$ cat src/rtl/ex_pkg.sv
// rtl/ex_pkg.sv - shared RV32M constants, FSM state type and operand-signedness helpers
package ex_pkg;

    localparam int XLEN_DEF = 32;

    localparam logic [6:0] OPCODE_OP = 7'b0110011;
    localparam logic [6:0] FUNCT7_M  = 7'b0000001;

    localparam logic [2:0] F3_MUL    = 3'b000;
    localparam logic [2:0] F3_MULH   = 3'b001;
    localparam logic [2:0] F3_MULHSU = 3'b010;
    localparam logic [2:0] F3_MULHU  = 3'b011;
    localparam logic [2:0] F3_DIV    = 3'b100;
    localparam logic [2:0] F3_DIVU   = 3'b101;
    localparam logic [2:0] F3_REM    = 3'b110;
    localparam logic [2:0] F3_REMU   = 3'b111;

    typedef enum logic [1:0] {
        S_IDLE = 2'd0,
        S_CALC = 2'd1,
        S_DONE = 2'd2
    } state_t;

    function automatic logic f3_a_signed(input logic [2:0] f3);
        return (f3 == F3_MUL) || (f3 == F3_MULH) || (f3 == F3_MULHSU) ||
               (f3 == F3_DIV) || (f3 == F3_REM);
    endfunction

    function automatic logic f3_b_signed(input logic [2:0] f3);
        return (f3 == F3_MUL) || (f3 == F3_MULH) || (f3 == F3_DIV) || (f3 == F3_REM);
    endfunction

endpackage

$ cat src/rtl/ex_muldiv_step.sv
// rtl/ex_muldiv_step.sv - one shift-add (mul) or restoring-subtract (div) iteration on the {hi,lo} accumulator
module ex_muldiv_step #(
    parameter int XLEN = 32
) (
    input  logic              is_div,
    input  logic [2*XLEN-1:0] acc_in,
    input  logic [XLEN-1:0]   operand,
    output logic [2*XLEN-1:0] acc_out
);

    logic [XLEN:0] add_sum;
    logic [XLEN:0] rem_sh;
    logic [XLEN:0] diff;

    always_comb begin
        add_sum = {1'b0, acc_in[2*XLEN-1:XLEN]} + (acc_in[0] ? {1'b0, operand} : '0);
        rem_sh  = acc_in[2*XLEN-1:XLEN-1];
        diff    = rem_sh - {1'b0, operand};
        acc_out = {add_sum, acc_in[XLEN-1:1]};
        if (is_div) begin
            // diff[XLEN] is the borrow: set means the trial subtraction is restored
            if (!diff[XLEN]) begin
                acc_out = {diff[XLEN-1:0], acc_in[XLEN-2:0], 1'b1};
            end else begin
                acc_out = {rem_sh[XLEN-1:0], acc_in[XLEN-2:0], 1'b0};
            end
        end
    end

endmodule

$ cat src/rtl/ex_muldiv.sv
// rtl/ex_muldiv.sv - iterative RV32M multiply/divide unit; EX_MULDIV_FAST_MUL_EN selects single-cycle multiplies
module ex_muldiv
    import ex_pkg::*;
#(
    parameter int XLEN = XLEN_DEF,
    parameter int RD_W = 5
) (
    input  logic            clk,
    input  logic            rst_n,
    input  logic            in_valid,
    output logic            in_ready,
    input  logic [2:0]      funct3,
    input  logic [XLEN-1:0] op_a,
    input  logic [XLEN-1:0] op_b,
    input  logic [RD_W-1:0] rd,
    input  logic            flush,
    output logic            out_valid,
    input  logic            out_ready,
    output logic [XLEN-1:0] out_result,
    output logic [RD_W-1:0] out_rd,
    output logic            busy
);

    localparam int CNT_W = $clog2(XLEN) + 1;

    state_t state, state_nxt;
    logic   accept;

    logic [2:0]        f3_q;
    logic [RD_W-1:0]   rd_q;
    logic [XLEN-1:0]   opnd_q;
    logic [2*XLEN-1:0] acc_q, acc_step;
    logic              neg_q, skip_q;
    logic [CNT_W-1:0]  cnt_q;

    logic            a_neg, b_neg, res_neg_in, div_zero, div_ovf;
    logic [XLEN-1:0] mag_a, mag_b, spec_val;

    function automatic logic [XLEN-1:0] fixup(input logic [2:0] f3, input logic neg,
                                              input logic [2*XLEN-1:0] acc);
        logic [XLEN-1:0]   val;
        logic [2*XLEN-1:0] prod;
        if (f3[2]) begin
            val = f3[1] ? acc[2*XLEN-1:XLEN] : acc[XLEN-1:0];
            return neg ? -val : val;
        end
        prod = neg ? -acc : acc;
        return (f3 == F3_MUL) ? prod[XLEN-1:0] : prod[2*XLEN-1:XLEN];
    endfunction

    always_comb begin
        a_neg      = f3_a_signed(funct3) & op_a[XLEN-1];
        b_neg      = f3_b_signed(funct3) & op_b[XLEN-1];
        mag_a      = a_neg ? -op_a : op_a;
        mag_b      = b_neg ? -op_b : op_b;
        div_zero   = (op_b == '0);
        div_ovf    = funct3[2] && !funct3[0] && (op_a == {1'b1, {(XLEN-1){1'b0}}}) && (op_b == '1);
        // remainder takes the dividend's sign; quotient and products the xor of both
        res_neg_in = (funct3[2] && funct3[1]) ? a_neg : (a_neg ^ b_neg);
        if (div_zero) begin
            spec_val = funct3[1] ? op_a : '1;
        end else begin
            spec_val = funct3[1] ? '0 : op_a;
        end
    end

`ifdef EX_MULDIV_FAST_MUL_EN
    logic [2*XLEN-1:0] fast_prod;
    assign fast_prod = {{XLEN{1'b0}}, mag_a} * {{XLEN{1'b0}}, mag_b};
`endif

    ex_muldiv_step #(.XLEN(XLEN)) u_step (
        .is_div  (f3_q[2]),
        .acc_in  (acc_q),
        .operand (opnd_q),
        .acc_out (acc_step)
    );

    always_ff @(posedge clk or negedge rst_n) begin
        if (!rst_n) begin
            state <= S_IDLE;
        end else begin
            state <= state_nxt;
        end
    end

    always_comb begin
        state_nxt = state;
        in_ready  = (state == S_IDLE) && !flush;
        out_valid = (state == S_DONE);
        busy      = (state == S_CALC) || (state == S_DONE);
        accept    = in_valid && in_ready;
        case (state)
            S_IDLE: begin
                if (accept) begin
`ifdef EX_MULDIV_FAST_MUL_EN
                    state_nxt = funct3[2] ? S_CALC : S_DONE;
`else
                    state_nxt = S_CALC;
`endif
                end
            end
            S_CALC: begin
                if (skip_q || (cnt_q == CNT_W'(XLEN - 1))) begin
                    state_nxt = S_DONE;
                end
            end
            S_DONE: begin
                if (out_ready) begin
                    state_nxt = S_IDLE;
                end
            end
            default: state_nxt = S_IDLE;
        endcase
        if (flush) begin
            state_nxt = S_IDLE;
        end
    end

    always_ff @(posedge clk or negedge rst_n) begin
        if (!rst_n) begin
            f3_q       <= '0;
            rd_q       <= '0;
            opnd_q     <= '0;
            acc_q      <= '0;
            neg_q      <= 1'b0;
            skip_q     <= 1'b0;
            cnt_q      <= '0;
            out_result <= '0;
            out_rd     <= '0;
        end else if (accept) begin
            f3_q  <= funct3;
            rd_q  <= rd;
            neg_q <= res_neg_in;
            cnt_q <= '0;
            if (funct3[2]) begin
                // corner-case divides park their final answer in the low half and bypass iteration
                opnd_q <= mag_b;
                acc_q  <= {{XLEN{1'b0}}, (div_zero || div_ovf) ? spec_val : mag_a};
                skip_q <= div_zero || div_ovf;
            end else begin
                opnd_q <= mag_a;
                acc_q  <= {{XLEN{1'b0}}, mag_b};
                skip_q <= 1'b0;
`ifdef EX_MULDIV_FAST_MUL_EN
                out_result <= fixup(funct3, res_neg_in, fast_prod);
                out_rd     <= rd;
`endif
            end
        end else if (state == S_CALC && !flush) begin
            if (skip_q) begin
                out_result <= acc_q[XLEN-1:0];
                out_rd     <= rd_q;
            end else begin
                acc_q <= acc_step;
                cnt_q <= cnt_q + CNT_W'(1);
                if (cnt_q == CNT_W'(XLEN - 1)) begin
                    out_result <= fixup(f3_q, neg_q, acc_step);
                    out_rd     <= rd_q;
                end
            end
        end
    end

endmodule

$ cat config.mk
export PLATFORM = sky130hd
export DESIGN_NAME = ex_muldiv
export DESIGN_NICKNAME = d
export VERILOG_FILES = /design/src/rtl/ex_pkg.sv /design/src/rtl/ex_muldiv_step.sv /design/src/rtl/ex_muldiv.sv
export SDC_FILE = /design/constraint.sdc
export NUM_CORES = 1
export LEC_CHECK = 0
export BUFFER_PORTS_ARGS = -buffer_cell sky130_fd_sc_hd__buf_4
export CAP_MARGIN = 20
export CORE_ASPECT_RATIO = 0.5
export CORE_MARGIN = 4
export CORE_UTILIZATION = 45
export DETAILED_ROUTE_END_ITERATION = 12
export PLACE_DENSITY_LB_ADDON = 0.25
export SYNTH_ARGS = -nofsm -noshare
export SYNTH_HDL_FRONTEND = slang
export SYNTH_SLANG_ARGS = --single-unit
$ cat constraint.sdc
create_clock -name clk -period 18.39 [get_ports clk]
set_clock_uncertainty 0.2 [all_clocks]
set_input_delay 0.9195 -clock clk [delete_from_list [all_inputs] [get_ports clk]]
set_output_delay 0.9195 -clock clk [all_outputs]
set_load 0.01 [all_outputs]
# == Word level (Yosys, flattened, before mapping) ==
# Index checks and enable logic that the tools add are counted.
# op_classes
add_sub_neg,7
eq_ne,13
muxes,39
bitwise_logic,4
reduce_logical,27
# op_table
operator,count
32-bit two-way mux,16
64-bit two-way mux,6
32-bit negation,3
32-bit == test (second input constant),2
64-bit negation,1
32-bit by 33-bit adder with 33-bit output,1
33-bit by 32-bit subtractor with 33-bit output,1
32-bit logical NOT,1
6-bit two-way mux,3
5-bit two-way mux,2
1-bit logical OR,9
2-bit two-way mux,4
1-bit logical AND,7
1-bit two-way mux,7
6-bit by 1-bit adder with 6-bit output (second input constant),1
3-bit == test (second input constant),2
6-bit by 5-bit == test with 1-bit output (second input constant),1
3-bit logical NOT,2
3-bit by 2-bit inequality test with 1-bit output (second input constant),2
2-bit case mux with 3 select lines,1
3-bit AND reduction,2
2-bit nonzero test,2
3-bit by 1-bit == test with 1-bit output (second input constant),1
3-bit by 2-bit == test with 1-bit output (second input constant),1
other kinds (10),12
# totals
reg_bits,151
output_inout_bits,40
wordCells,100

# == Logic depth before layout (Yosys ltp) ==
# Gate-level depths: netlist of run 1.
# depth
word_depth,10
depth_mapped,24

# == By module ==
# A second synthesis of run 1 with hierarchy kept.
# unflattened
cells_unflattened,2316
hier_area_um2,17256.6
# modules_own_cells
mod,n_inst,cells_each,area_each_um2
ex_muldiv,1,1652,12675.9
ex_muldiv_step,1,664,4580.6

# == Worst setup path after synthesis of run 1 ==
# Ideal clock, no wire load.
# synth_path
path_type,reg-to-reg
from,register acc_q[31]
to,register out_result[30]
arrival_time_ps,5737
t_required_ps,18103
setup_slack_ps,12367
stages_incl_launch_ff,25
path_buffers,2
synth_period_minus_slack_ps,6023
cell_sequence,dfrtp_1 -> clkbuf_1 -> inv_1 -> ha_1 -> fa_1 -> nand2b_1 -> a21oi_2 -> o41ai_4 -> o31ai_2 -> and4_1 -> a2111oi_0 -> a21oi_1 -> ha_1 -> o21ai_0 -> or2_1 -> or3_1 -> or3_1 -> clkbuf_1 -> or3_1 -> a211oi_2 -> nand4_1 -> o31ai_1 -> xor2_1 -> a21oi_1 -> a211oi_2
# synth_between
elab_chain_cells,10
# synth_lines
element,line,source
from (decl),ex_muldiv.sv:32,"logic [2*XLEN-1:0] acc_q, acc_step;"
from (signal assigned),ex_muldiv.sv:139,"acc_q <= {{XLEN{1'b0}}, (div_zero || div_ovf) ? spec_val : mag_a};"
from (signal assigned),ex_muldiv.sv:143,"acc_q <= {{XLEN{1'b0}}, mag_b};"
from (signal assigned),ex_muldiv.sv:155,acc_q <= acc_step;
33-bit by 32-bit subtractor with 33-bit output,ex_muldiv_step.sv:18,"diff = rem_sh - {1'b0, operand};"
64-bit two-way mux,ex_muldiv_step.sv:22,if (!diff[XLEN]) begin
64-bit two-way mux (*),ex_muldiv_step.sv:20,if (is_div) begin
32-bit two-way mux,ex_muldiv.sv:44,val = f3[1] ? acc[2*XLEN-1:XLEN] : acc[XLEN-1:0];
32-bit negation,ex_muldiv.sv:45,return neg ? -val : val;
32-bit two-way mux,ex_muldiv.sv:45,
32-bit two-way mux,ex_muldiv.sv:43,if (f3[2]) begin
32-bit two-way mux (*),ex_muldiv.sv:47,prod = neg ? -acc : acc;
32-bit two-way mux (*),ex_muldiv.sv:157,if (cnt_q == CNT_W'(XLEN - 1)) begin
32-bit two-way mux (*),ex_muldiv.sv:151,if (skip_q) begin
to (signal assigned),ex_muldiv.sv:152,out_result <= acc_q[XLEN-1:0];
to (signal assigned),ex_muldiv.sv:158,"out_result <= fixup(f3_q, neg_q, acc_step);"
to (decl),ex_muldiv.sv:19,"output logic [XLEN-1:0] out_result,"
# Mark *: on every way between the ends. The rest lies on a longest branch, timed or not. The select of a mux whose other input is x is not followed.
# A chain may end at the register's enable or synchronous reset.

# == Worst setup path after layout of run 1 ==
# Same ends and word-level chain as after synthesis.

==> reports/metrics.csv, run 1 <==
metric;value;unit
syn avg cell area;7.205;um^2
H-tree depth;4;
First-pass DRT Iterations;8;
number of setup violations in the final report;0;
RD Place Congestion;1.038;
Inserted Clock Buffers;17;
design area;0.01985;mm^2
Via density;6.611;
Worst EP arrival;7.72;ns
deepest clock path buffer count;2;
asr flop ratio synth;1.000;
setup bufs post-CTS;0;
Hold Path Class;in -> async;
Final ANT Viol Nets;0;
commonest non-fill, non-tap cell in the layout;nand2_1;
Starting Density;0.4606;
pwr dens;225.1;mW/mm^2
Worst Hold Slack;0.1765;ns
root buf cell;clkbuf_16;
commonest cells after routing, fill and taps aside;nand2_1, a21oi_1, nor2_1;
Final Core Density;0.5049;
# nets final;2661;
setup TNS;0;ns
Seq cells post-synth;151;
crit share post-route;0.4103;
final WL;80830;um
wire per inst;26.47;um
DIE AREA;0.04370;mm^2
fmax;0.1325;GHz
# DRC;0;
Synth Instances;2513;
first-pass GRT wire length;119200;um
core box area;0.03931;mm^2
die height;149.8;um
hpwl dp;62760;um
Rows;51;
Pleak;8.075;nW
layout cells sized above 1;0.1098;
Area growth, synth to finish;9.612;%
final slew viol count;0;
Worst-path clk slew;0.07;ns
I/O Buffers;116;
register area share after synthesis;0.2087;
startpoint types;flop;
routed via count;20190;
Max-slew headroom;0.2446;
unrepaired setup endpoints after global routing;false;
final cell count without fillers;3054;
kind of critical path;reg -> reg;
Crit Path Max Fanout;8;
Reg2Reg Depth;23;
# placed instances;3020;
initial antenna violation count;5;
Main synth FF type;dfrtp_1;
outcome;complete, no violations;
DP Area;0.01925;mm^2
pin count of the biggest net entering global routing;82;
top cells by area, synth;dfrtp_1, nand2_1, a21oi_1;
total gr overflow;0;
Post-synth EDFFs;0;
Synth warnings;0;
Post-Syn Area;0.01811;mm^2
CTS tree;built;
Synth top area share;0.2087;
Crit. End Element;flop;
CTS resizes;0;
io pins;117;
post-synthesis cell type count;98;
max cap viols;0;
vias in the first global route;18330;
worst endpoint required time;18.56;ns
Yosys top cell by area;dfrtp_1;
Period minus WS final;7.546;ns
Die X;291.7;um
peak supply drop;99.59;uV
final hold violation count;0;
clock latency at the later pin of the worst-skew pair;0.46;ns
Sink Count;151;
worst slew pin tran;1.126;ns
DRT iter0 DRCs;2967;
hold buffer count at cts;0;
gr usage total;0.3608;
syn_nets;2665;
worst max-delay path, stage by stage (launching register included):
cell       delay, ns
dfrtp_1         0.52
inv_1           0.17
ha_1            0.25
fa_1            0.40
nand2b_1        0.19
a21oi_2         0.25
o41ai_4         0.16
o31ai_2         0.53
and4_1          0.45
a2111oi_1       0.10
buf_4           0.23
a21oi_1         0.21
ha_1            0.20
o21ai_0         0.12
or2_1           0.27
or3_1           0.37
or3_1           0.56
or3_1           0.49
a211oi_2        0.32
nand4_1         0.51
o31ai_1         0.44
xor2_1          0.19
a21oi_1         0.09
a211oi_2        0.21
power by group:
part | internal (mW) | switching [mW] | total, mW
logic | 1.17 | 2.19 | 3.36
clock network | 0.197 | 0.180 | 0.376
registers | 0.474 | 0.263 | 0.737
flip-flops by register name, summed over array words and instances, names as in the netlist:
name and count:
acc_q 64, opnd_q 32, out_result 32, cnt_q 6
out_rd 5, rd_q 5, f3_q 3, state 2
neg_q 1, skip_q 1
area by class of cell:
cell class                      count  area (um^2)
Tap cell                          530        663.1
Inverter                           81        304.0
Clock inverter                     14        155.1
Clock buffer                       18        439.2
Multi-Input combinational cell   2105        13340
Sequential cell                   151         3784
Antenna cell                        2        5.005
Timing Repair Buffer              153         1152
Fill cell                        3975        19460
final timing paths:
check                                 end  slack (ns)      start
max reg2reg                out_result[30]       10.84  acc_q[31]
max                        out_result[30]       10.84  acc_q[31]
min in group clk                out_rd[2]        0.27    rd_q[2]
min                        out_result[26]        0.18      rst_n
min reg2reg                     out_rd[2]        0.27    rd_q[2]
max in group asynchronous         f3_q[2]       16.51      rst_n
per-layer routing:
layer,vias up,track usage,share of wire
li1,9138,-,-
met1,9796,0.5258,0.44
met2,1128,0.4933,0.39
met3,124,0.1350,0.14
met4,4,0.09772,0.025
met5,-,0,0.00022
Yosys cell counts, types with 30 or more instances:
| library cell | n |
|---|---|
| dfrtp_1 | 151 |
| inv_1 | 77 |
| clkbuf_1 | 137 |
| a21oi_1 | 234 |
| o31ai_1 | 40 |
| nor2_1 | 226 |
| nand3_1 | 43 |
| o211ai_1 | 67 |
| nand2_1 | 334 |
| or3_1 | 34 |
| xnor2_1 | 112 |
| o21ai_0 | 217 |
| a211oi_1 | 30 |
| and2_1 | 44 |
| xor2_1 | 76 |
| ha_1 | 73 |
| nor3_1 | 73 |
| mux2i_1 | 61 |
kinds of logic (layout without fill, tap and decap cells):
kind of cell / Yosys count / in the layout / synth area share
other: 0 / 2 / 0
adder cells (fa/ha/maj): 75 / 75 / 0.05266
XOR/XNOR: 188 / 188 / 0.09094
AO/OA/AOI/OAI: 836 / 836 / 0.3015
AND/OR/NAND/NOR: 920 / 920 / 0.2388
buffers and inverters: 257 / 266 / 0.05666
multiplexers: 86 / 86 / 0.05072
flip-flops: 151 / 151 / 0.2087
per-stage QoR:
step	worst slack (ns)	total power, mW
after floorplan	12.37	2.894
after CTS	11.09	4.331
after global routing	10.45	4.708
after detailed placement	11.14	3.939
after global placement	11.36	3.932
final	10.84	4.468
Power figures use the tool's default switching activity.
==> run 2, diff against run 1 <==
--- a/config.mk
+++ b/config.mk
@@ -5,6 +5,7 @@
 export SDC_FILE = /design/constraint.sdc
 export NUM_CORES = 1
 export LEC_CHECK = 0
+export ABC_AREA = 1
 export BUFFER_PORTS_ARGS = -buffer_cell sky130_fd_sc_hd__buf_4
 export CAP_MARGIN = 20
 export CORE_ASPECT_RATIO = 0.5
==> constraint.sdc (replaced) <==
create_clock -name clk -period 6.5 [get_ports clk]
set_clock_uncertainty 0.2 [all_clocks]
set_input_delay 0.325 -clock clk [delete_from_list [all_inputs] [get_ports clk]]
set_output_delay 0.325 -clock clk [all_outputs]
set_load 0.01 [all_outputs]
==> run 2 against run 1 <==
Effect of this change:
- worst setup slack lost 9.8 ns
- synthesized cell count grew 30%
- register-to-register slack lost 9.8 ns
- fmax grew 38%
- via count grew 17%
- area after synthesis grew 4.3%
- critical path type unchanged
==> reports/metrics.csv, run 2 <==
metric;value;unit;change
pin count of the biggest net entering global routing;97;;+18%
final WL;95140;um;+18%
Pleak;11.00;nW;+36%
met2 GRT Util;0.5292;;+0.03592
pwr dens;626.0;mW/mm^2;+180%
top cells by area, synth;nand2_1, dfrtp_1, inv_1;;
Via density;6.053;;-8.4%
biggest cell delay along the critical path;0.43;ns;-0.13 ns
GR Util met3;0.1863;;+0.05130
Crit. End Element;flop;;
Main synth FF type;dfrtp_1;;
wire per inst;24.40;um;-7.8%
clock power share;0.081;;-0.003
Period minus WS final;5.482;ns;-2.064 ns
Hold Path Class;in -> reg;;
crit share post-route;0.8434;;+0.4331
Post-synth EDFFs;0;;unchanged
Final ANT Viol Nets;0;;unchanged
RD Place Congestion;1.107;;+6.7%
Max-slew headroom;0.3051;;+0.06057
hpwl dp;77180;um;+23%
Sink Count;151;;unchanged
Largest Register;acc_q;;
Commonest cells post-synth;nand2_1, inv_1, nor2_1;;
core box area;0.04092;mm^2;+4.1%
number of setup violations in the final report;0;;unchanged
busiest layer in global routing;met1;;
Inserted Clock Buffers;17;;unchanged
CTS resizes;0;;unchanged
H-tree depth;4;;unchanged
Starting Density;0.4614;;+0.0007910
setup TNS;0;ns;unchanged
post-synthesis cell type count;56;;-43%
final slew viol count;0;;unchanged
Regs by FF count;acc_q: 64 flops, opnd_q: 32 flops, out_result: 32 flops;;
initial antenna violation count;5;;unchanged
first-pass GRT wire length;138900;um;+17%
total gr overflow;0;;unchanged
design area;0.02096;mm^2;+5.6%
root buf cell;clkbuf_16;;
Rows;52;;+2.0%
Critical Path Most Common Cell;nand2_1;;
Synth Instances;3277;;+30%
layout cells sized above 1;0.08899;;-0.02085
syn_nets;3429;;+29%
final hold violation count;0;;unchanged
Inserted Diodes;0;;-2
startpoint types;flop;;
Worst Hold Slack;0.01446;ns;-0.1620 ns
unrepaired setup endpoints after global routing;false;;
max cap viols;0;;unchanged
Crit Path Max Fanout;5;;-3
# nets final;3499;;+31%
Die X;297.7;um;+2.1%
vias in the first global route;21140;;+15%
Worst EP arrival;5.67;ns;-2.05 ns
GRT met1 Usage;0.5844;;+0.05869
Seq cells post-synth;151;;unchanged
max FFs per register;64;;unchanged
register area share after synthesis;0.2001;;-0.008587
routed via count;23610;;+17%
worst slew pin tran;1.042;ns;-0.08323 ns
syn avg cell area;5.762;um^2;-20%
Synth warnings;0;;unchanged
commonest cells after routing, fill and taps aside;nand2_1, inv_1, nor2_1;;
io pins;117;;unchanged
First-pass DRT Iterations;9;;+1
commonest non-fill, non-tap cell in the layout;nand2_1;;
DIE AREA;0.04550;mm^2;+4.1%
outcome;complete, no violations;;
peak supply drop;364.6;uV;+270%
Synth top area share;0.2113;;+0.002611
kind of critical path;reg -> reg;;
Yosys top cell by area;nand2_1;;
DP Area;0.02027;mm^2;+5.3%
Power Internal;4.658;mW;+150%
CTS tree;built;;
worst endpoint required time;6.68;ns;-11.88 ns
deepest clock path buffer count;2;;unchanged
asr flop ratio synth;1.000;;unchanged
power share of the sequential group;0.143;;-0.022
sw frac;0.6450;;+0.05651
Area growth, synth to finish;10.98;%;
I/O Buffers;116;;unchanged
die height;152.9;um;+2.0%
fmax;0.1824;GHz;+38%
net switching power;8.461;mW;+220%
# DRC;0;;unchanged
Post-Syn Area;0.01888;mm^2;+4.3%
final cell count without fillers;3900;;+28%
gr usage total;0.4051;;+0.04428
combinational power share;0.776;;+0.025
DRT iter0 DRCs;4073;;+37%
Worst-path clk slew;0.08;ns;about the same
slowest CP cell;nor3_1;;
most common cell in the netlist;nand2_1;;
clock latency at the later pin of the worst-skew pair;0.47;ns;about the same
# placed instances;3860;;+28%
run 2: cell count changes after synthesis, sizes merged, moves of 30 or more:
cell    previous run  this run
clkbuf           137        82
and2              46         4
nand2            334      1095
nor2             226       310
nand3             44       295
o31ai             44         7
xnor2            112        12
a21oi            237       164
inv               77       441
a211oi            37         0
or3               35         0
nor3              75        45
mux2i             61         0
run 2: what timing repair did:
| item | 4_1_cts | 5_1_grt |
|---|---|---|
| hold buffers | 8 | 0 |
| hold endpoints to repair | 102 | 0 |
| buffers inserted | 0 | 0 |
run 2: critical path: cells and delay by family (launching register included):
family                   cells  cell delay (ns)
AND/OR/NAND/NOR             27             3.34
adder cells (fa/ha/maj)      3             0.89
flip-flops                   1             0.40
AO/OA/AOI/OAI                2             0.38
buffers and inverters        2             0.15
run 2: power groups by stage:
stage | logic, mW | registers (mW) | clock network [mW]
finish | 10.2 | 1.88 | 1.06
floorplan | 6.36 | 1.59 | 0
global route | 10.9 | 1.91 | 1.10
detailed placement | 9.59 | 1.86 | 0
CTS | 9.65 | 1.85 | 1.06
global placement | 9.60 | 1.86 | 0
run 2: stage by stage:
| step | util | power (mW) | setup WS (ns) |
|---|---|---|---|
| 6_report | 0.5121 | 13.12 | 1.018 |
| 2_1_floorplan | - | 7.954 | 2.134 |
| 4_1_cts | 0.5121 | 12.55 | 1.231 |
| 3_5_place_dp | 0.4954 | 11.45 | 1.247 |
| 5_1_grt | 0.5121 | 13.89 | 0.5757 |
| 3_3_place_gp | 0.4954 | 11.46 | 1.401 |
run 2: worst paths after layout:
path	from	end	slack, ns	cells past startpoint
max in group asynchronous	rst_n	acc_q[50]	4.31	3
min reg2reg	rd_q[2]	out_rd[2]	0.28	2
max reg2reg	opnd_q[0]	out_result[30]	1.02	34
min in group asynchronous	rst_n	acc_q[19]	0.40	2
max	opnd_q[0]	out_result[30]	1.02	34
min	op_a[11]	opnd_q[11]	0.01	4
run 2: logic make-up after synthesis:
| kind of cell | share of synthesized area |
|---|---|
| DFF | 0.2001 |
| AOI/OAI and AO/OA | 0.1712 |
| adders and majority gates | 0.05049 |
| buffers and inverters | 0.1157 |
| xor gates and xnor gates | 0.04267 |
| and+or+nand+nor | 0.4199 |
run 2: cell type report:
class | count | area (um^2)
repair buffers | 167 | 1277
multi-input cells | 2565 | 12940
inverters | 445 | 1670
flip-flops and latches | 151 | 3784
fillers | 4482 | 19970
well taps | 540 | 675.6
clock buffers | 17 | 425.4
clock inverters | 15 | 178.9
run 2: metal layers:
metal | share of wire | routed length [um] | vias up
li1 | - | - | 10800
met1 | 0.43 | 41190 | 11100
met2 | 0.37 | 35150 | 1537
met3 | 0.16 | 15570 | 167
met4 | 0.032 | 3087 | 8
met5 | 0.0015 | 147 | -
